### config.mk
export PLATFORM = sky130hd
export DESIGN_NAME = branch_predict_unit_flat
export DESIGN_NICKNAME = d
export VERILOG_FILES = /design/src/rtl/bp_pkg.sv /design/src/rtl/branch_predict_unit_if.sv /design/src/rtl/bp_table.sv /design/src/rtl/branch_predict_unit.sv /design/src/flat_wrapper.sv
export SDC_FILE = /design/constraint.sdc
export NUM_CORES = 2
export LEC_CHECK = 0
export CAP_MARGIN = 20
export CORE_ASPECT_RATIO = 0.7
export CORE_MARGIN = 8
export CORE_UTILIZATION = 25
export DETAILED_ROUTE_END_ITERATION = 10
export PLACE_DENSITY = 0.45
export SYNTH_ARGS = -nofsm -noshare
export SYNTH_HDL_FRONTEND = slang
export SYNTH_SLANG_ARGS = --single-unit
### constraint.sdc
create_clock -name clk -period 12.84 [get_ports clk]
set_clock_uncertainty 0.2 [all_clocks]
set_input_delay 1.926 -clock clk [delete_from_list [all_inputs] [get_ports clk]]
set_output_delay 1.926 -clock clk [all_outputs]
set_load 0.05 [all_outputs]
### src/rtl/bp_pkg.sv
// rtl/bp_pkg.sv - shared counter encodings and helpers for the branch predictor
// Purpose: 2-bit saturating counter states and increment/decrement helpers.
// Ports: none (package).
package bp_pkg;

  localparam int CTR_W = 2;

  typedef enum logic [CTR_W-1:0] {
    CTR_SNT = 2'b00,
    CTR_WNT = 2'b01,
    CTR_WT  = 2'b10,
    CTR_ST  = 2'b11
  } ctr_e;

  // Counter value given to a freshly allocated entry.
  localparam logic [CTR_W-1:0] CTR_ALLOC = CTR_WT;

  function automatic logic [CTR_W-1:0] ctr_inc(input logic [CTR_W-1:0] c);
    return (c == CTR_ST) ? CTR_ST : c + 2'd1;
  endfunction

  function automatic logic [CTR_W-1:0] ctr_dec(input logic [CTR_W-1:0] c);
    return (c == CTR_SNT) ? CTR_SNT : c - 2'd1;
  endfunction

endpackage

### src/rtl/branch_predict_unit_if.sv
// rtl/branch_predict_unit_if.sv - fetch lookup / resolution / stats bundle
// Purpose: groups the IF-stage lookup, stage-4 resolution and statistics signals.
// Ports: slave = predictor (inputs fetch_pc/res_*, outputs pred_*/mispredict/redirect_pc/stat_*),
//        master = pipeline side (mirror image).
interface branch_predict_unit_if #(
  parameter int ADDR_W = 32,
  parameter int STAT_W = 16
);
  logic [ADDR_W-1:0] fetch_pc;
  logic              pred_hit;
  logic              pred_taken;
  logic [ADDR_W-1:0] pred_target;
  logic              res_valid;
  logic [ADDR_W-1:0] res_pc;
  logic              res_is_br;
  logic              res_is_jmp;
  logic              res_taken;
  logic [ADDR_W-1:0] res_target;
  logic              res_pred_taken;
  logic [ADDR_W-1:0] res_pred_target;
  logic              mispredict;
  logic [ADDR_W-1:0] redirect_pc;
  logic [STAT_W-1:0] stat_branches;
  logic [STAT_W-1:0] stat_mispred;

  modport slave (
    input  fetch_pc, res_valid, res_pc, res_is_br, res_is_jmp, res_taken,
           res_target, res_pred_taken, res_pred_target,
    output pred_hit, pred_taken, pred_target, mispredict, redirect_pc,
           stat_branches, stat_mispred
  );

  modport master (
    output fetch_pc, res_valid, res_pc, res_is_br, res_is_jmp, res_taken,
           res_target, res_pred_taken, res_pred_target,
    input  pred_hit, pred_taken, pred_target, mispredict, redirect_pc,
           stat_branches, stat_mispred
  );
endinterface

### src/rtl/bp_table.sv
// rtl/bp_table.sv - direct-mapped BHT/BTB entry storage
// Purpose: 2^IDX_W entries of {valid, tag, target, jmp, ctr}; two async read ports
//          (lookup, update) and one sync write port at the update index.
// Ports: clk, rst (async, active-high; clears valid, ctr to CTR_INIT),
//        lk_idx -> lk_*, up_idx -> up_*, wr_en + wr_* written at up_idx.
module bp_table
  import bp_pkg::*;
#(
  parameter int              ADDR_W   = 32,
  parameter int              IDX_W    = 6,
  parameter int              TAG_W    = 8,
  parameter logic [CTR_W-1:0] CTR_INIT = CTR_WNT
) (
  input  logic              clk,
  input  logic              rst,
  input  logic [IDX_W-1:0]  lk_idx,
  output logic              lk_valid,
  output logic [TAG_W-1:0]  lk_tag,
  output logic [ADDR_W-1:0] lk_target,
  output logic              lk_jmp,
  output logic [CTR_W-1:0]  lk_ctr,
  input  logic [IDX_W-1:0]  up_idx,
  output logic              up_valid,
  output logic [TAG_W-1:0]  up_tag,
  output logic [ADDR_W-1:0] up_target,
  output logic              up_jmp,
  output logic [CTR_W-1:0]  up_ctr,
  input  logic              wr_en,
  input  logic              wr_valid,
  input  logic [TAG_W-1:0]  wr_tag,
  input  logic [ADDR_W-1:0] wr_target,
  input  logic              wr_jmp,
  input  logic [CTR_W-1:0]  wr_ctr
);
  localparam int DEPTH = 1 << IDX_W;

  logic              valid_q  [DEPTH];
  logic [CTR_W-1:0]  ctr_q    [DEPTH];
  logic [TAG_W-1:0]  tag_q    [DEPTH];
  logic [ADDR_W-1:0] target_q [DEPTH];
  logic              jmp_q    [DEPTH];

  // Reads see the stored state only, so a same-cycle write is invisible until next cycle.
  assign lk_valid  = valid_q[lk_idx];
  assign lk_tag    = tag_q[lk_idx];
  assign lk_target = target_q[lk_idx];
  assign lk_jmp    = jmp_q[lk_idx];
  assign lk_ctr    = ctr_q[lk_idx];

  assign up_valid  = valid_q[up_idx];
  assign up_tag    = tag_q[up_idx];
  assign up_target = target_q[up_idx];
  assign up_jmp    = jmp_q[up_idx];
  assign up_ctr    = ctr_q[up_idx];

  always_ff @(posedge clk or posedge rst) begin
    if (rst) begin
      for (int i = 0; i < DEPTH; i++) begin
        valid_q[i] <= 1'b0;
        ctr_q[i]   <= CTR_INIT;
      end
    end else if (wr_en) begin
      valid_q[up_idx] <= wr_valid;
      ctr_q[up_idx]   <= wr_ctr;
    end
  end

  // Payload fields are qualified by valid, so they need no reset.
  always_ff @(posedge clk) begin
    if (wr_en) begin
      tag_q[up_idx]    <= wr_tag;
      target_q[up_idx] <= wr_target;
      jmp_q[up_idx]    <= wr_jmp;
    end
  end

endmodule

### src/rtl/branch_predict_unit.sv
// rtl/branch_predict_unit.sv - 2-bit BHT + tagged BTB branch predictor top
// Purpose: zero-latency IF lookup, stage-4 mispredict detection, table training, stats.
// Ports: clk, reset (async, active-high), bus (branch_predict_unit_if.slave):
//        fetch_pc -> pred_hit/pred_taken/pred_target; res_* -> mispredict/redirect_pc;
//        stat_branches/stat_mispred saturating counters.
module branch_predict_unit
  import bp_pkg::*;
#(
  parameter int               ADDR_W   = 32,
  parameter int               IDX_W    = 6,
  parameter int               TAG_W    = 8,
  parameter logic [CTR_W-1:0] CTR_INIT = CTR_WNT,
  parameter int               STAT_W   = 16
) (
  input logic                   clk,
  input logic                   reset,
  branch_predict_unit_if.slave  bus
);
  localparam logic [ADDR_W-1:0] PC_STEP  = ADDR_W'(4);
  localparam logic [STAT_W-1:0] STAT_MAX = '1;

  logic [IDX_W-1:0]  f_idx, r_idx;
  logic [TAG_W-1:0]  f_tag, r_tag;

  logic              lk_valid, up_valid;
  logic [TAG_W-1:0]  lk_tag, up_tag;
  logic [ADDR_W-1:0] lk_target, up_target;
  logic              lk_jmp, up_jmp;
  logic [CTR_W-1:0]  lk_ctr, up_ctr;

  logic              wr_en, wr_valid, wr_jmp;
  logic [TAG_W-1:0]  wr_tag;
  logic [ADDR_W-1:0] wr_target;
  logic [CTR_W-1:0]  wr_ctr;

  logic              r_hit, is_bj, mis;
  logic [STAT_W-1:0] stat_br_q, stat_mis_q;

  assign f_idx = bus.fetch_pc[IDX_W+1:2];
  assign f_tag = bus.fetch_pc[IDX_W+TAG_W+1:IDX_W+2];
  assign r_idx = bus.res_pc[IDX_W+1:2];
  assign r_tag = bus.res_pc[IDX_W+TAG_W+1:IDX_W+2];

  bp_table #(
    .ADDR_W  (ADDR_W),
    .IDX_W   (IDX_W),
    .TAG_W   (TAG_W),
    .CTR_INIT(CTR_INIT)
  ) u_table (
    .clk      (clk),
    .rst      (reset),
    .lk_idx   (f_idx),
    .lk_valid (lk_valid),
    .lk_tag   (lk_tag),
    .lk_target(lk_target),
    .lk_jmp   (lk_jmp),
    .lk_ctr   (lk_ctr),
    .up_idx   (r_idx),
    .up_valid (up_valid),
    .up_tag   (up_tag),
    .up_target(up_target),
    .up_jmp   (up_jmp),
    .up_ctr   (up_ctr),
    .wr_en    (wr_en),
    .wr_valid (wr_valid),
    .wr_tag   (wr_tag),
    .wr_target(wr_target),
    .wr_jmp   (wr_jmp),
    .wr_ctr   (wr_ctr)
  );

  // Lookup: jumps always redirect on a hit; branches follow the counter MSB.
  assign bus.pred_hit    = lk_valid && (lk_tag == f_tag);
  assign bus.pred_taken  = bus.pred_hit && (lk_jmp || lk_ctr[1]);
  assign bus.pred_target = bus.pred_taken ? lk_target : bus.fetch_pc + PC_STEP;

  // A taken outcome that went to a different target than predicted is also a mispredict.
  // Gated by reset so a resolution in flight during reset cannot flush the pipeline.
  assign mis = !reset && bus.res_valid &&
               ((bus.res_taken != bus.res_pred_taken) ||
                (bus.res_taken && (bus.res_target != bus.res_pred_target)));
  assign bus.mispredict  = mis;
  assign bus.redirect_pc = bus.res_taken ? bus.res_target : bus.res_pc + PC_STEP;

  assign is_bj = bus.res_is_br || bus.res_is_jmp;
  assign r_hit = up_valid && (up_tag == r_tag);

  // Training: write-back defaults to the current entry so only changed fields move.
  always_comb begin
    wr_en     = 1'b0;
    wr_valid  = up_valid;
    wr_tag    = up_tag;
    wr_target = up_target;
    wr_jmp    = up_jmp;
    wr_ctr    = up_ctr;
    if (bus.res_valid) begin
      if (is_bj && r_hit) begin
        wr_en  = 1'b1;
        wr_ctr = bus.res_taken ? ctr_inc(up_ctr) : ctr_dec(up_ctr);
        if (bus.res_taken) wr_target = bus.res_target;
      end else if (is_bj && bus.res_taken) begin
        wr_en     = 1'b1;
        wr_valid  = 1'b1;
        wr_tag    = r_tag;
        wr_target = bus.res_target;
        wr_jmp    = bus.res_is_jmp;
        wr_ctr    = CTR_ALLOC;
      end else if (!is_bj && r_hit) begin
        // A non-branch matched an entry: stale alias, drop it.
        wr_en    = 1'b1;
        wr_valid = 1'b0;
      end
    end
  end

  always_ff @(posedge clk or posedge reset) begin
    if (reset) begin
      stat_br_q  <= '0;
      stat_mis_q <= '0;
    end else begin
      if (bus.res_valid && is_bj && (stat_br_q != STAT_MAX))
        stat_br_q <= stat_br_q + STAT_W'(1);
      if (mis && (stat_mis_q != STAT_MAX))
        stat_mis_q <= stat_mis_q + STAT_W'(1);
    end
  end

  assign bus.stat_branches = stat_br_q;
  assign bus.stat_mispred  = stat_mis_q;

endmodule

### src/flat_wrapper.sv
// flat-port wrapper written by rule: the top's interface ports become plain ports
module branch_predict_unit_flat import bp_pkg::*;
#(
  parameter int               ADDR_W   = 32,
  parameter int               IDX_W    = 6,
  parameter int               TAG_W    = 8,
  parameter logic [CTR_W-1:0] CTR_INIT = CTR_WNT,
  parameter int               STAT_W   = 16
)
  (clk, reset, bus_fetch_pc, bus_res_valid, bus_res_pc, bus_res_is_br, bus_res_is_jmp, bus_res_taken, bus_res_target, bus_res_pred_taken, bus_res_pred_target, bus_pred_hit, bus_pred_taken, bus_pred_target, bus_mispredict, bus_redirect_pc, bus_stat_branches, bus_stat_mispred);
  branch_predict_unit_if #(.ADDR_W(ADDR_W), .STAT_W(STAT_W)) bus_i ();
  input logic clk;
  input logic reset;
  input wire logic [$bits(bus_i.fetch_pc)-1:0] bus_fetch_pc;
  input wire logic [$bits(bus_i.res_valid)-1:0] bus_res_valid;
  input wire logic [$bits(bus_i.res_pc)-1:0] bus_res_pc;
  input wire logic [$bits(bus_i.res_is_br)-1:0] bus_res_is_br;
  input wire logic [$bits(bus_i.res_is_jmp)-1:0] bus_res_is_jmp;
  input wire logic [$bits(bus_i.res_taken)-1:0] bus_res_taken;
  input wire logic [$bits(bus_i.res_target)-1:0] bus_res_target;
  input wire logic [$bits(bus_i.res_pred_taken)-1:0] bus_res_pred_taken;
  input wire logic [$bits(bus_i.res_pred_target)-1:0] bus_res_pred_target;
  output wire logic [$bits(bus_i.pred_hit)-1:0] bus_pred_hit;
  output wire logic [$bits(bus_i.pred_taken)-1:0] bus_pred_taken;
  output wire logic [$bits(bus_i.pred_target)-1:0] bus_pred_target;
  output wire logic [$bits(bus_i.mispredict)-1:0] bus_mispredict;
  output wire logic [$bits(bus_i.redirect_pc)-1:0] bus_redirect_pc;
  output wire logic [$bits(bus_i.stat_branches)-1:0] bus_stat_branches;
  output wire logic [$bits(bus_i.stat_mispred)-1:0] bus_stat_mispred;
  assign bus_i.fetch_pc = bus_fetch_pc;
  assign bus_i.res_valid = bus_res_valid;
  assign bus_i.res_pc = bus_res_pc;
  assign bus_i.res_is_br = bus_res_is_br;
  assign bus_i.res_is_jmp = bus_res_is_jmp;
  assign bus_i.res_taken = bus_res_taken;
  assign bus_i.res_target = bus_res_target;
  assign bus_i.res_pred_taken = bus_res_pred_taken;
  assign bus_i.res_pred_target = bus_res_pred_target;
  assign bus_pred_hit = bus_i.pred_hit;
  assign bus_pred_taken = bus_i.pred_taken;
  assign bus_pred_target = bus_i.pred_target;
  assign bus_mispredict = bus_i.mispredict;
  assign bus_redirect_pc = bus_i.redirect_pc;
  assign bus_stat_branches = bus_i.stat_branches;
  assign bus_stat_mispred = bus_i.stat_mispred;
  branch_predict_unit #(.ADDR_W(ADDR_W), .IDX_W(IDX_W), .TAG_W(TAG_W), .CTR_INIT(CTR_INIT), .STAT_W(STAT_W)) u_core (.clk(clk), .reset(reset), .bus(bus_i));
endmodule
# Yosys cells after proc, flatten, opt, wreduce, memory -nomap -nowiden
# Memories as Yosys holds them, arrays and structs flattened.
# Cells that the tools add are included.
# W data, S select, Z words.
# word_totals
reg_bits	224
ramBits	2624
inputBits	135
out_inout_bits	99
elab_cells	224
mem_count	3
# mem_list
name	words	word_bits	read_ports	rd_ports_with_merged_regs	wr	line	text
u_core.u_table.target_q	64	32	1	0	1	bp_table.sv:40	logic [ADDR_W-1:0] target_q [DEPTH];
u_core.u_table.tag_q	64	8	2	0	1	bp_table.sv:39	logic [TAG_W-1:0] tag_q [DEPTH];
u_core.u_table.jmp_q	64	1	1	0	1	bp_table.sv:41	logic jmp_q [DEPTH];
# op_classes
n_addsub	6
magnitude_cmp	3
n_eq_ne	13
n_mux	46
bitwise_logic	2
n_reduce_logical	21
# ops
op	count
$mux W32	6
$bwmux W128	1
$add A32 B3 Y32 const B	2
$bwmux W64	1
$add A16 B1 Y16 const B	2
$ne A16 B16 Y1 const B	2
$ne A32 B32 Y1	1
$bmux W2 S6	2
$mux W8	3
$mux W2	11
$mux W1	18
$eq A8 B8 Y1	2
$ge A7 B7 Y1 const B	2
$not A6 Y7	2
$logic_and A1 B1 Y1	13
$bmux W1 S6	2
$demux W2 S6	1
$ne A3 B3 Y1 const B	3
$reduce_and A4 Y1	2
$lt A7 B1 Y1 const B	1
$demux W1 S6	1
$logic_or A1 B1 Y1	3
$add A2 B1 Y2 const B	1
$eq A2 B2 Y1 const B	1
6 further kinds	8

# Depth between registers and ports, before layout
# logic_depth
word_depth	13
ltp_mapped	18
depth_no_buf	10

# Cells and area by module
# From an unflattened synthesis, not the netlist that was laid out.
# hier_totals
hier_cells	8154
area_unflattened_um2	135531.2
# modules_own_cells
module	n_inst	cells_per_inst	area_each_um2	seq_area_each_um2
bp_table	1	7545	130935.6	83680.3
branch_predict_unit	1	609	4595.7	800.8

# Worst setup path before layout
# No wires, ideal clock.
# synth_path
kind	input -> output
start	input reset
end	output bus_mispredict
t_arrival_ns	7.848
required_time_ns	10.714
setup_slack_ns	2.866
cell_stages	3
n_path_buf	0
cell_sequence	inv_1 -> o211ai_1 -> a21oi_1
# synth_via
elab_chain_cells	3
# synth_rtl
element	line	text
start, declared	flat_wrapper.sv:13	input logic reset;
$logic_not A1 Y1	branch_predict_unit.sv:79	assign mis = !reset && bus.res_valid &&
$logic_and A1 B1 Y1 (2 in series)	branch_predict_unit.sv:79	
end, declared	flat_wrapper.sv:26	output wire logic [$bits(bus_i.mispredict)-1:0] bus_mispredict;
# No other way between the ends.

# Final worst setup path
# layout_path
start	input bus_fetch_pc[3]
end	output bus_pred_target[31]
# layout_via
elab_chain_cells	7
elab_cells_between_ends	16
classes_between	add/sub (1); eq/ne (1); mux (7); bitwise (1); reduce/logical (3); memory (3)
# layout_rtl
element	line	text
start, declared	flat_wrapper.sv:14	input wire logic [$bits(bus_i.fetch_pc)-1:0] bus_fetch_pc;
parallel branches: the longest is 6 deep, another holds $mem_v2 Z64 W8	n/a	
$mux W32 *	branch_predict_unit.sv:75	assign bus.pred_target = bus.pred_taken ? lk_target : bus.fetch_pc + PC_STEP;
end, declared	flat_wrapper.sv:25	output wire logic [$bits(bus_i.pred_target)-1:0] bus_pred_target;
# Every way passes the cells marked *. The select of a mux whose other input is x is not followed.

==> impl_metrics.prom <==
# TYPE chip_impl_metric gauge
chip_impl_metric{name="slew_headroom",unit="%"} 16.8
chip_impl_metric{name="timing.setup.tns",unit="ns"} 0
chip_impl_metric{name="worst_pin_slew",unit="ns"} 1.24
chip_impl_metric{name="gpl.final_weighted_congestion",unit=""} 0.878
chip_impl_metric{name="synthesis.instances",unit=""} 5782
chip_impl_metric{name="cap_violations",unit=""} 0
chip_impl_metric{name="synth-simple-area-share",unit="%"} 3.35
chip_impl_metric{name="drv_slew",unit=""} 0
chip_impl_metric{name="synth-adder-area-share",unit="%"} 0.0590
chip_impl_metric{name="chipWidth",unit="um"} 840
chip_impl_metric{name="peakVddDrop",unit="V"} 0.000102
chip_impl_metric{name="dr.pass1.iters",unit=""} 7
chip_impl_metric{name="period_share",unit="%"} 81.2
chip_impl_info{name="startpoint",value="bus_fetch_pc[3]"} 1
chip_impl_metric{name="min_period",unit="ns"} 10.42
chip_impl_info{name="ys_dominant_reg_cell",value="sky130_fd_sc_hd__edfxtp_1"} 1
chip_impl_metric{name="grt_start_max_net_pins",unit=""} 125
chip_impl_info{name="layout.cells.most_common",value="sky130_fd_sc_hd__edfxtp_1"} 1
chip_impl_metric{name="finalNetCount",unit=""} 6335
chip_impl_metric{name="yosys_warnings",unit=""} 0
chip_impl_metric{name="grt_overflow_total",unit=""} 0
chip_impl_metric{name="ctsResizeCount",unit=""} 0
chip_impl_info{name="worstReg2RegStart",value="u_core.u_table.tag_q[11][6]"} 1
chip_impl_metric{name="p_leak",unit="nW"} 43.9
chip_impl_metric{name="rr_worst_depth",unit=""} 11
chip_impl_metric{name="die_h",unit="um"} 593
chip_impl_metric{name="grt_pass1_vias",unit=""} 64900
chip_impl_metric{name="seq_area_frac_synth",unit="%"} 71.1
chip_impl_metric{name="worst-endpoint-required",unit="ns"} 10.71
chip_impl_metric{name="totalWireLength",unit="mm"} 425
chip_impl_info{name="worst_hold_path.endpoint",value="u_core.bus.stat_branches[7]"} 1
chip_impl_metric{name="clkSinkCount",unit=""} 2848
chip_impl_metric{name="clock_path_buffers",unit=""} 4
chip_impl_info{name="run_status",value="finished clean"} 1
chip_impl_info{name="worst-setup-path-type",value="input port to output port"} 1
chip_impl_metric{name="final_hold_viol_count",unit=""} 0
chip_impl_metric{name="yosys_register_bits",unit=""} 2848
chip_impl_metric{name="cts.repair_timing.setup_buffer_count",unit=""} 0
chip_impl_metric{name="place_inst",unit=""} 12200
chip_impl_metric{name="io_buffer_count",unit=""} 233
chip_impl_metric{name="row_count",unit=""} 211
chip_impl_info{name="synth_top_cell_by_area",value="sky130_fd_sc_hd__edfxtp_1"} 1
chip_impl_metric{name="setup_viol",unit=""} 0
chip_impl_metric{name="ff2ff_setup_slack",unit="ns"} 6.75
chip_impl_metric{name="ys_async_sr_fraction",unit="%"} 7.87
chip_impl_metric{name="syn-mean-instance-area",unit="um^2"} 20.5
chip_impl_metric{name="cts_htree_levels",unit=""} 5
chip_impl_metric{name="crit_path_dat",unit="ns"} 8.30
chip_impl_metric{name="final-instance-count-excl-fill",unit=""} 12700
chip_impl_metric{name="hpwlAfterDp",unit="mm"} 254
chip_impl_info{name="leading_cell_types_in_the_layout_fill_and_taps_excluded",value="sky130_fd_sc_hd__edfxtp_1 (2624), sky130_fd_sc_hd__mux4_2 (890), sky130_fd_sc_hd__clkbuf_16 (316)"} 1
chip_impl_metric{name="drt.antenna.violating_nets",unit=""} 0
chip_impl_metric{name="synth-compound-area-share",unit="%"} 2.66
chip_impl_info{name="cts_tree",value="done"} 1
chip_impl_metric{name="synth_area",unit="um^2"} 119000
chip_impl_metric{name="synth_enable_flop_cells",unit=""} 2624
chip_impl_metric{name="clk_pin_slew",unit="ns"} 0.06
chip_impl_metric{name="fmaxAchievable",unit="GHz"} 0.0960
chip_impl_metric{name="powerDensity",unit="nW/um^2"} 148
chip_impl_metric{name="area_share_of_the_leading_cell_type_in_the_synthesized_netlist",unit="%"} 66.4
chip_impl_metric{name="drc_errors",unit=""} 0
chip_impl_metric{name="area_delta_synth_final",unit="%"} 17.5
chip_impl_metric{name="worst_skew_pair.late_latency",unit="ns"} 0.95
chip_impl_metric{name="share_of_the_synthesized_netlist_area_taken_by_xor_and_xnor_gates",unit="%"} 0.951
chip_impl_metric{name="whs_path_depth",unit=""} 1
chip_impl_metric{name="grt_util_all_layers",unit="%"} 16.5
chip_impl_metric{name="coreArea",unit="um^2"} 473000
chip_impl_info{name="setup_repair_after_global_routing_missed_its_margin",value="false"} 1
chip_impl_info{name="r2r_end",value="u_core.u_table.ctr_q[75]"} 1
chip_impl_metric{name="yosysUniqueCellTypes",unit=""} 79
chip_impl_metric{name="boundaryPins",unit=""} 234
chip_impl_info{name="main_combinational_cell_family_by_area_after_synthesis",value="multiplexers"} 1
chip_impl_info{name="netlist_top_cells_area",value="sky130_fd_sc_hd__edfxtp_1 (66%), sky130_fd_sc_hd__mux4_2 (17%), sky130_fd_sc_hd__dfrtp_1 (3.4%)"} 1
chip_impl_info{name="setup.worst_path.end_class",value="output port"} 1
chip_impl_info{name="setup_crit_start_kind",value="input port"} 1
chip_impl_metric{name="initial_core_utilization",unit="%"} 25.1
chip_impl_metric{name="post_route_cells_drive_above_1_share",unit="%"} 32.8
chip_impl_metric{name="cts_made_buffers",unit=""} 310
chip_impl_metric{name="synthMuxAreaShare",unit="%"} 20.3
chip_impl_metric{name="grt_antenna_before_repair",unit=""} 68
chip_impl_metric{name="drtIter0Drc",unit=""} 8642
chip_impl_metric{name="synth_nets",unit=""} 5921
chip_impl_metric{name="largest_driver_fanout_on_the_critical_path",unit=""} 85
chip_impl_metric{name="via_per_inst",unit=""} 5.08
chip_impl_info{name="hold_path_startpoint",value="u_core.bus.stat_branches[7]"} 1
chip_impl_info{name="worstHoldPathType",value="flop to flop"} 1
chip_impl_metric{name="cts.hold.buffers_added",unit=""} 0
chip_impl_metric{name="grt_first_pass_wirelength",unit="mm"} 575
chip_impl_metric{name="dr_total_vias",unit=""} 64800
chip_impl_metric{name="design.die.area",unit="um^2"} 498000
chip_impl_info{name="clock-root-buffer",value="sky130_fd_sc_hd__clkbuf_16"} 1
chip_impl_metric{name="wire_per_inst",unit="um"} 33.4
[worst max-delay path by stage]
stage	endpoint	slack (ns)
global route	bus_pred_target[31]	2.22
floorplan	bus_mispredict	2.87
detailed placement	bus_pred_target[31]	2.44
global placement	bus_pred_target[13]	2.27
finish	bus_pred_target[31]	2.42
CTS	bus_pred_target[31]	2.42
[area by class of cell]
cell class / count / area, um^2
diodes: 23 / 57.6
clock buffers: 394 / 8240
clock inverters: 151 / 1240
fillers: 45900 / 333000
inverters: 19 / 86.3
multi-input cells: 2521 / 33200
flip-flops and latches: 2848 / 84500
well taps: 6283 / 7860
repair buffers: 496 / 4380
[metrics by stage]
step | setup WS, ns | hold WS, ns | util (%) | power, mW | instance area [um^2]
detailed placement | 2.44 | 0.279 | 27.5 | 12.2 | 130000
global placement | 2.27 | 0.279 | 27.5 | 12.2 | 130000
global route | 2.22 | 0.322 | 29.5 | 21.2 | 140000
CTS | 2.42 | 0.294 | 29.5 | 20.8 | 139000
finish | 2.42 | 0.291 | 29.5 | 20.6 | 140000
floorplan | 2.87 | 0.275 | - | 11.4 | 119000
[cells in the mapped netlist, types with 8 or more instances]
| cell type | n |
|---|---|
| sky130_fd_sc_hd__a22oi_1 | 65 |
| sky130_fd_sc_hd__nand2_1 | 140 |
| sky130_fd_sc_hd__mux2_2 | 215 |
| sky130_fd_sc_hd__a21oi_1 | 76 |
| sky130_fd_sc_hd__o21ai_0 | 48 |
| sky130_fd_sc_hd__nor2b_1 | 16 |
| sky130_fd_sc_hd__o31ai_1 | 8 |
| sky130_fd_sc_hd__mux2_1 | 36 |
| sky130_fd_sc_hd__nand3_1 | 47 |
| sky130_fd_sc_hd__xnor2_1 | 65 |
| sky130_fd_sc_hd__buf_6 | 16 |
| sky130_fd_sc_hd__buf_2 | 73 |
| sky130_fd_sc_hd__a222oi_1 | 9 |
| sky130_fd_sc_hd__mux2_4 | 30 |
| sky130_fd_sc_hd__a22o_1 | 21 |
| sky130_fd_sc_hd__a221o_1 | 23 |
| sky130_fd_sc_hd__nor3_2 | 22 |
| sky130_fd_sc_hd__mux2i_1 | 76 |
| sky130_fd_sc_hd__nor2_1 | 164 |
| sky130_fd_sc_hd__xor2_1 | 64 |
| sky130_fd_sc_hd__buf_1 | 76 |
| sky130_fd_sc_hd__o22ai_1 | 39 |
| sky130_fd_sc_hd__inv_1 | 18 |
| sky130_fd_sc_hd__edfxtp_1 | 2624 |
| sky130_fd_sc_hd__o211ai_1 | 8 |
| sky130_fd_sc_hd__and2_1 | 9 |
| sky130_fd_sc_hd__nand3b_1 | 20 |
| sky130_fd_sc_hd__nor3_4 | 40 |
| sky130_fd_sc_hd__and3_1 | 23 |
| sky130_fd_sc_hd__a211oi_1 | 21 |
| sky130_fd_sc_hd__clkbuf_1 | 212 |
| sky130_fd_sc_hd__mux4_2 | 890 |
| sky130_fd_sc_hd__dfstp_2 | 64 |
| sky130_fd_sc_hd__o221ai_1 | 9 |
| sky130_fd_sc_hd__nor3_1 | 142 |
| sky130_fd_sc_hd__nor4_1 | 9 |
| sky130_fd_sc_hd__a221oi_1 | 56 |
| sky130_fd_sc_hd__a31oi_1 | 17 |
| sky130_fd_sc_hd__nand4_1 | 19 |
| sky130_fd_sc_hd__buf_4 | 17 |
| sky130_fd_sc_hd__dfrtp_1 | 160 |
| sky130_fd_sc_hd__or3b_2 | 8 |
[flip-flops by register name (all words and copies together) (netlist names)]
| register | flops |
|---|---|
| u_core.bus.stat_mispred | 16 |
| u_core.bus.stat_branches | 16 |
| u_core.u_table.tag_q | 512 |
| u_core.u_table.valid_q | 64 |
| u_core.u_table.target_q | 2048 |
| u_core.u_table.ctr_q | 128 |
| u_core.u_table.jmp_q | 64 |
[critical path: stages]
cell and delay (ns):
sky130_fd_sc_hd__buf_8 0.56, sky130_fd_sc_hd__buf_4 0.83, sky130_fd_sc_hd__buf_4 0.95, sky130_fd_sc_hd__nor3_1 0.16, sky130_fd_sc_hd__a21oi_1 0.20, sky130_fd_sc_hd__a21oi_1 0.09, sky130_fd_sc_hd__o311ai_0 0.51, sky130_fd_sc_hd__o22ai_1 0.17
sky130_fd_sc_hd__nor3_1 0.27, sky130_fd_sc_hd__a21oi_1 0.11, sky130_fd_sc_hd__or3_2 0.86, sky130_fd_sc_hd__buf_4 0.39, sky130_fd_sc_hd__mux2_2 0.27, sky130_fd_sc_hd__clkdlybuf4s50_1 0.80
[power breakdown]
part	switching [mW]	internal (mW)	total, mW
clock network	3.78	4.81	8.59
registers	0.0568	10.3	10.3
logic	1.15	0.567	1.72
total	4.98	15.6	20.6
[cells by family after synthesis]
family	count (synthesis)
AND/OR/NAND/NOR	700
buffers and inverters	413
XOR/XNOR	129
multiplexers	1248
adder cells (fa/ha/maj)	6
flip-flops	2848
AO/OA/AOI/OAI	438
[routing by layer]
metal	wire, um	vias up	GRT usage (%)
li1	-	25300	-
met1	191000	35800	24.4
met2	185000	3138	24.4
met3	34200	587	3.10
met4	15000	8	5.50
met5	55	-	0
Note: power is estimated with default switching activity, not from simulation.
